`src/rtl/dmem_arbiter.sv`:
```
// rtl/dmem_arbiter.sv - two-port round-robin arbiter and sequencer for the single-ported data memory
module dmem_arbiter #(
  parameter int DATA_W = 32,
  parameter int ADDR_W = 32,
  parameter int DEPTH  = 128
) (
  input  logic              clk,
  input  logic              rst_n,
  input  logic              a_req,
  input  logic              a_we,
  input  logic              a_lock,
  input  logic [ADDR_W-1:0] a_addr,
  input  logic [DATA_W-1:0] a_wdata,
  output logic              a_gnt,
  output logic              a_done,
  output logic              a_err,
  output logic [DATA_W-1:0] a_rdata,
  input  logic              b_req,
  input  logic              b_we,
  input  logic              b_lock,
  input  logic [ADDR_W-1:0] b_addr,
  input  logic [DATA_W-1:0] b_wdata,
  output logic              b_gnt,
  output logic              b_done,
  output logic              b_err,
  output logic [DATA_W-1:0] b_rdata,
  output logic [ADDR_W-1:0] mem_addr,
  output logic [DATA_W-1:0] mem_wdata,
  output logic              mem_we,
  output logic              mem_re,
  input  logic [DATA_W-1:0] mem_rdata
);

  // Port encoding used by s_port, lock_port and last_grant: 0 = A, 1 = B.
  logic              lock_valid;
  logic              lock_port;
  logic              last_grant;

  logic              s_valid;
  logic              s_port;
  logic              s_we;
  logic              s_err;
  logic [ADDR_W-1:0] s_addr;
  logic [DATA_W-1:0] s_wdata;

  logic              acc;
  logic              sel_b;
  logic              sel_we;
  logic              sel_lock;
  logic [ADDR_W-1:0] sel_addr;
  logic [DATA_W-1:0] sel_wdata;

  always_comb begin
    a_gnt = 1'b0;
    b_gnt = 1'b0;
    if (rst_n) begin
      if (lock_valid) begin
        a_gnt = a_req && !lock_port;
        b_gnt = b_req && lock_port;
      end else if (a_req && b_req) begin
        a_gnt = last_grant;
        b_gnt = !last_grant;
      end else begin
        a_gnt = a_req;
        b_gnt = b_req;
      end
    end
  end

  assign acc       = a_gnt | b_gnt;
  assign sel_b     = b_gnt;
  assign sel_we    = sel_b ? b_we    : a_we;
  assign sel_lock  = sel_b ? b_lock  : a_lock;
  assign sel_addr  = sel_b ? b_addr  : a_addr;
  assign sel_wdata = sel_b ? b_wdata : a_wdata;

  // Memory strobes are gated by rst_n so a write caught by reset never commits.
  assign mem_addr  = s_valid ? s_addr  : '0;
  assign mem_wdata = s_valid ? s_wdata : '0;
  assign mem_we    = s_valid & s_we  & ~s_err & rst_n;
  assign mem_re    = s_valid & ~s_we & ~s_err & rst_n;

  always_ff @(posedge clk) begin
    if (!rst_n) begin
      lock_valid <= 1'b0;
      lock_port  <= 1'b0;
      last_grant <= 1'b1;
      s_valid    <= 1'b0;
      s_port     <= 1'b0;
      s_we       <= 1'b0;
      s_err      <= 1'b0;
      s_addr     <= '0;
      s_wdata    <= '0;
    end else begin
      s_valid <= acc;
      if (acc) begin
        s_port     <= sel_b;
        s_we       <= sel_we;
        s_addr     <= sel_addr;
        s_wdata    <= sel_wdata;
        s_err      <= (sel_addr >= ADDR_W'(DEPTH));
        last_grant <= sel_b;
        // Only the owner can be accepted while locked, so its lock bit decides.
        lock_valid <= sel_lock;
        lock_port  <= sel_b;
      end
    end
  end

  always_ff @(posedge clk) begin
    if (!rst_n) begin
      a_done  <= 1'b0;
      a_err   <= 1'b0;
      a_rdata <= '0;
      b_done  <= 1'b0;
      b_err   <= 1'b0;
      b_rdata <= '0;
    end else begin
      a_done  <= s_valid && !s_port;
      a_err   <= s_valid && !s_port && s_err;
      a_rdata <= (s_valid && !s_port && !s_we && !s_err) ? mem_rdata : '0;
      b_done  <= s_valid && s_port;
      b_err   <= s_valid && s_port && s_err;
      b_rdata <= (s_valid && s_port && !s_we && !s_err) ? mem_rdata : '0;
    end
  end

endmodule

```
`config.mk`:
```
export PLATFORM = sky130hd
export DESIGN_NAME = dmem_arbiter
export DESIGN_NICKNAME = d
export VERILOG_FILES = /design/src/rtl/dmem_arbiter.sv
export SDC_FILE = /design/constraint.sdc
export NUM_CORES = 1
export LEC_CHECK = 0
export CORE_AREA = 5 5 113 115
export DETAILED_ROUTE_END_ITERATION = 8
export DIE_AREA = 0 0 118 120
export DONT_BUFFER_PORTS = 1
export GPL_TIMING_DRIVEN = 0
export PLACE_DENSITY = 0.73
export SYNTH_ARGS = -nofsm -noshare
export SYNTH_HDL_FRONTEND = slang
export SYNTH_SLANG_ARGS = --single-unit
```
`constraint.sdc`:
```
create_clock -name clk -period 2.11 [get_ports clk]
set_input_delay 0.1055 -clock clk [delete_from_list [all_inputs] [get_ports clk]]
set_output_delay 0.1055 -clock clk [all_outputs]
set_load 0.02 [all_outputs]
```
==> results.toml, run 1 <==
[run_status]
run_status = "stopped before the end"
stop_stage = "clock tree synthesis (4_1_cts)"
error = "[ERROR RSZ-0060] Max buffer count reached."

[clock_network]
cts-root-buf = "clkbuf_16"
postCtsSetupBuffers = 0
cts_buffers = 17
cts_buffer_depth = 2
clock_sinks = 138
htreeDepth = 4
ctsHoldBuffers = 162
cts_resized = 2

[place]
globalplace.congestion = 0.940
dpl.hpwl_mm = 13.1
portBuffers = 0

[yosys]
synth_seq_cells = 138
ys_types = 30
syn-num-nets = 797
syn_area_um2 = 5380
synth_area_leaders = "dfxtp_1 51%, and2_1 11%, nand2_1 9.5%"
syn_area_per_cell_um2 = 8.55
yosysSeqAreaShare_pct = 51.4
synth_top_cell_by_area = "dfxtp_1"
syn-instance-count = 629
synth_top_cell_area_share_pct = 51.4
ys_warn_count = 0

[floorplan]
initial_utilization_pct = 45.9
die_h_um = 120
io_pins = 304
row_count = 40
die_x_um = 118
per-stage QoR:
stage / setup slack (ps) / hold slack [ps] / cells / cell area (µm²) / utilization, %
after detailed placement: 136 / 230 / 776 / 5560 / 47.5
after global placement: 169 / 228 / 776 / 5560 / 47.5
after floorplan: 626 / 227 / 629 / 5380 / -
synthesized netlist by cell type (all sizes together):
| cell type | instances |
|---|---|
| a21oi | 1 |
| a221o | 1 |
| a22o | 1 |
| a311oi | 24 |
| a31oi | 41 |
| and2 | 98 |
| and3 | 33 |
| buf | 23 |
| clkbuf | 31 |
| clkinv | 2 |
| dfxtp | 138 |
| inv | 2 |
| nand2 | 136 |
| nand2b | 1 |
| nand3 | 1 |
| nand3b | 1 |
| nand4 | 2 |
| nor2 | 27 |
| nor3 | 4 |
| nor3b | 1 |
| nor4 | 13 |
| o2111ai | 1 |
| o211ai | 1 |
| o21ai | 44 |
| o22ai | 2 |
cells by family after synthesis:
| group | after synthesis | synth area share, % |
|---|---|---|
| AO/OA/AOI/OAI | 116 | 14.0 |
| buffers and inverters | 58 | 5.42 |
| flip-flops | 138 | 51.4 |
| AND/OR/NAND/NOR | 317 | 29.2 |
==> run 2, diff against run 1 <==
==> config.mk (replaced) <==
export PLATFORM = sky130hd
export DESIGN_NAME = dmem_arbiter
export DESIGN_NICKNAME = d
export VERILOG_FILES = /design/src/rtl/dmem_arbiter.sv
export SDC_FILE = /design/constraint.sdc
export NUM_CORES = 1
export LEC_CHECK = 0
export CORE_MARGIN = 5
export CORE_UTILIZATION = 35
export DETAILED_ROUTE_END_ITERATION = 8
export DONT_BUFFER_PORTS = 1
export GPL_TIMING_DRIVEN = 0
export PLACE_DENSITY_LB_ADDON = 0.15
export SYNTH_ARGS = -nofsm -noshare
export SYNTH_HDL_FRONTEND = slang
export SYNTH_SLANG_ARGS = --single-unit
==> run 2 against run 1 <==
The flow now finishes without violations. Area after synthesis is the same. Synthesized cell count did not move.
==> results.toml, run 2 <==
[setup_path]
path_max_fanout = 2
critPathLaunchType = "input pin"
r2r_start = "last_grant$_SDFFE_PN1P_"
worstSetupPathType = "in -> reg"
worstPathRequired_ps = 2410
critical_path_arrival_ps = 2290
cp-startpoint = "b_addr[29]"
end_kind = "flop"

[pwr]
p_leak_uw = 0.00316
peakVddDrop_uv = 515
power.density_nw_per_um2 = 861

[detailed_routing]
drc_errors = 0
drt-wirelength-per-cell_um = 20.1
dr.pass1.iters = 5
first_iter_violations = 281
vias = 5470
ant_nets = 0
routed_wl_mm = 20.4
routed_via_density = 5.37

[worst_hold_path]
worstHoldStart = "a_addr[20]"
hold_class = "in -> reg"

[place]
dpl.hpwl_mm = 14.1
dpl_cell_area_um2 = 5610
portBuffers = 0
dpl.cell_count = 817
globalplace.congestion = 0.895

[sta]
period_share_pct = 94.5
rsz0062_at_grt = "false"
maxSlewHeadroom_pct = 38.0
fmax_mhz = 502
skew_ps = 7.29
setup_tns_ps = 0
fin_crit_ps = 1990
hold_viol = 0
finalSetupViolCount = 0
finalMaxSlewViolations = 0
worst_slew_pin_slew_ps = 928

[yosys]
ys.flop_type = "dfxtp_1"
yosysMostFrequentCell = "dfxtp_1"
synth_edf_count = 0
ys_types = 30
syn_area_per_cell_um2 = 8.55
yosysSeqAreaShare_pct = 51.4
synth_seq_cells = 138
ys_async_sr_fraction_pct = 0
synth_top_cell_by_area = "dfxtp_1"
ys_warn_count = 0
syn-num-nets = 797
synth_top_cell_area_share_pct = 51.4
ys_top_cells_by_count = "138 x dfxtp_1, 136 x nand2_1, 98 x and2_1"
synth_area_leaders = "dfxtp_1 51%, and2_1 11%, nand2_1 9.5%"
syn_area_um2 = 5380
syn-instance-count = 629

[clock_network]
clock_sinks = 138
cts_tree = "built"
clk_pin_slew_ps = 60
cts-root-buf = "clkbuf_16"
cts_buffer_depth = 2
cts_buffers = 17
htreeDepth = 4
clk_latency_ps = 420

[floorplan]
initial_utilization_pct = 35.5
io_pins = 304
die_x_um = 134
die_h_um = 134
row_count = 45
die-area_um2 = 17900
core_area_um2 = 15100

[grt]
grt_max_degree = 18
grt_usage_pct = 22.2
grt_pass1_wl_mm = 31.2
grt_pass1_vias = 5865
antenna_found_initial = 0
overflow = 0

[layout]
drive_gt1_share_pct = 6.86
fin_nets = 986
fin_area_um2 = 7940
instances_no_fill = 1019
n_antenna_cell = 0
most-common-layout-cells = "170 x dlygate4sd3_1, 138 x dfxtp_1, 136 x nand2_1"
layout_commonest_cell = "dlygate4sd3_1"
n_fill_cell = 1331
syn_to_final_growth_pct = 47.6
fin_util_pct = 52.4

[flow_run]
cap_violations = 0

[run_status]
run_status = "finished clean"
## run 2: cell counts after synthesis
Identical to the previous run, type by type.
## run 2: critical path, cell delays in order
cell and delay (ps):
dlygate4sd3_1 590, nor3_2 110, dlygate4sd3_1 570, nand3_1 90
dlygate4sd3_1 600, o21ai_0 130, o21ai_0 90
## run 2: stage by stage
step	hold slack [ps]	setup slack, ps	total power (µW)
6_report	28.0	116	6830
5_1_grt	49.7	0.943	7100
4_1_cts	3.43	83.6	6880
3_5_place_dp	230	143	3630
3_3_place_gp	227	200	3610
2_1_floorplan	227	626	3440
## run 2: timing repair
action	4_1_cts	5_1_grt
hold buffers	170	0
gates resized for setup	2	3
hold endpoints to repair	134	0
setup endpoints to repair	5	9
buffers inserted	0	0
## run 2: cells by family (layout without fill, tap and decap cells)
kind of cell | Yosys count | in the layout | share of synthesized area, %
and+or+nand+nor | 317 | 317 | 29.2
DFF | 138 | 138 | 51.4
AOI/OAI and AO/OA | 116 | 116 | 14.0
buffers and inverters | 58 | 260 | 5.42
## run 2: final timing paths
| path | to | slack (ps) | cells after the start |
|---|---|---|---|
| min reg2reg | s_addr[1]$_SDFFE_PN0P_ | 470 | 2 |
| max | s_err$_SDFFE_PN0P_ | 120 | 7 |
| min | s_err$_SDFFE_PN0P_ | 30 | 4 |
| max reg2reg | s_addr[0]$_SDFFE_PN0P_ | 240 | 5 |
## run 2: metal layers
layer,track usage [%],share of wire (%)
met3,7.73,9.0
met2,38.0,49
met1,24.4,38
met5,0,0
met4,11.1,3.3
## run 2: report_power, final
part           total (µW)  internal [µW]  switching (µW)
Combinational         966            423             543
Sequential           2910           2770             135
Clock                2960           1600            1360
## run 2: cell type report
type / instances / area (µm²) / share of cell area, %
Timing Repair Buffer: 170 / 1700 / 21.4
Clock inverter: 15 / 175 / 2.21
Sequential cell: 138 / 2760 / 34.8
Inverter: 4 / 20.0 / 0.252
Buffer: 54 / 275 / 3.47
Multi-Input combinational cell: 433 / 2340 / 29.5
Clock buffer: 17 / 425 / 5.36
Tap cell: 188 / 235 / 2.96
Power figures use the tool's default switching activity.
==> run 3, diff against run 2 <==
--- a/config.mk
+++ b/config.mk
@@ -6,11 +6,12 @@
 export NUM_CORES = 1
 export LEC_CHECK = 0
 export CORE_MARGIN = 5
-export CORE_UTILIZATION = 35
+export CORE_UTILIZATION = 40
 export DETAILED_ROUTE_END_ITERATION = 8
 export DONT_BUFFER_PORTS = 1
 export GPL_TIMING_DRIVEN = 0
 export PLACE_DENSITY_LB_ADDON = 0.15
+export RECOVER_POWER = 50
 export SYNTH_ARGS = -nofsm -noshare
 export SYNTH_HDL_FRONTEND = slang
 export SYNTH_SLANG_ARGS = --single-unit
==> run 3 against run 2 <==
Area after synthesis unchanged. The run now fails in clock tree synthesis (4_1_cts). Synthesized cell count unchanged.
==> results.toml, run 3 <==
[run_status]
run_status = "stopped before the end"
stop_stage = "clock tree synthesis (4_1_cts)"
error = "[ERROR RSZ-0060] Max buffer count reached."

[yosys]
synth_top_cell_by_area = "dfxtp_1"
syn-num-nets = 797
syn-instance-count = 629
synth_top_cell_area_share_pct = 51.4
yosysMostFrequentCell = "dfxtp_1"
synth_edf_count = 0
syn_area_per_cell_um2 = 8.55
ys_top_cells_by_count = "138 x dfxtp_1, 136 x nand2_1, 98 x and2_1"
synth_area_leaders = "dfxtp_1 51%, and2_1 11%, nand2_1 9.5%"
ys_types = 30
ys_warn_count = 0
yosysSeqAreaShare_pct = 51.4
syn_area_um2 = 5380
synth_seq_cells = 138
ys.flop_type = "dfxtp_1"
ys_async_sr_fraction_pct = 0

[place]
globalplace.congestion = 0.809
dpl.hpwl_mm = 13.5
dp_slack_ps = 70.7
portBuffers = 0

[floorplan]
io_pins = 304
die_x_um = 126
die_h_um = 126
row_count = 42
initial_utilization_pct = 40.8

[clock_network]
htreeDepth = 4
clock_sinks = 138
cts-root-buf = "clkbuf_16"
cts_buffers = 17
cts_resized = 2
postCtsSetupBuffers = 0
cts_buffer_depth = 2
ctsHoldBuffers = 168
==> run 3: cell counts after synthesis <==
No cell type changed its count.
==> run 3: through the flow <==
stage | std cells | cell area, µm²
detailed placement | 805 | 5600
global placement | 805 | 5600
floorplan | 629 | 5380
==> run 3: cells by family after synthesis <==
group / Yosys count / synth area share (%)
buffers and inverters: 58 / 5.42
AOI/OAI and AO/OA: 116 / 14.0
DFF: 138 / 51.4
and+or+nand+nor: 317 / 29.2
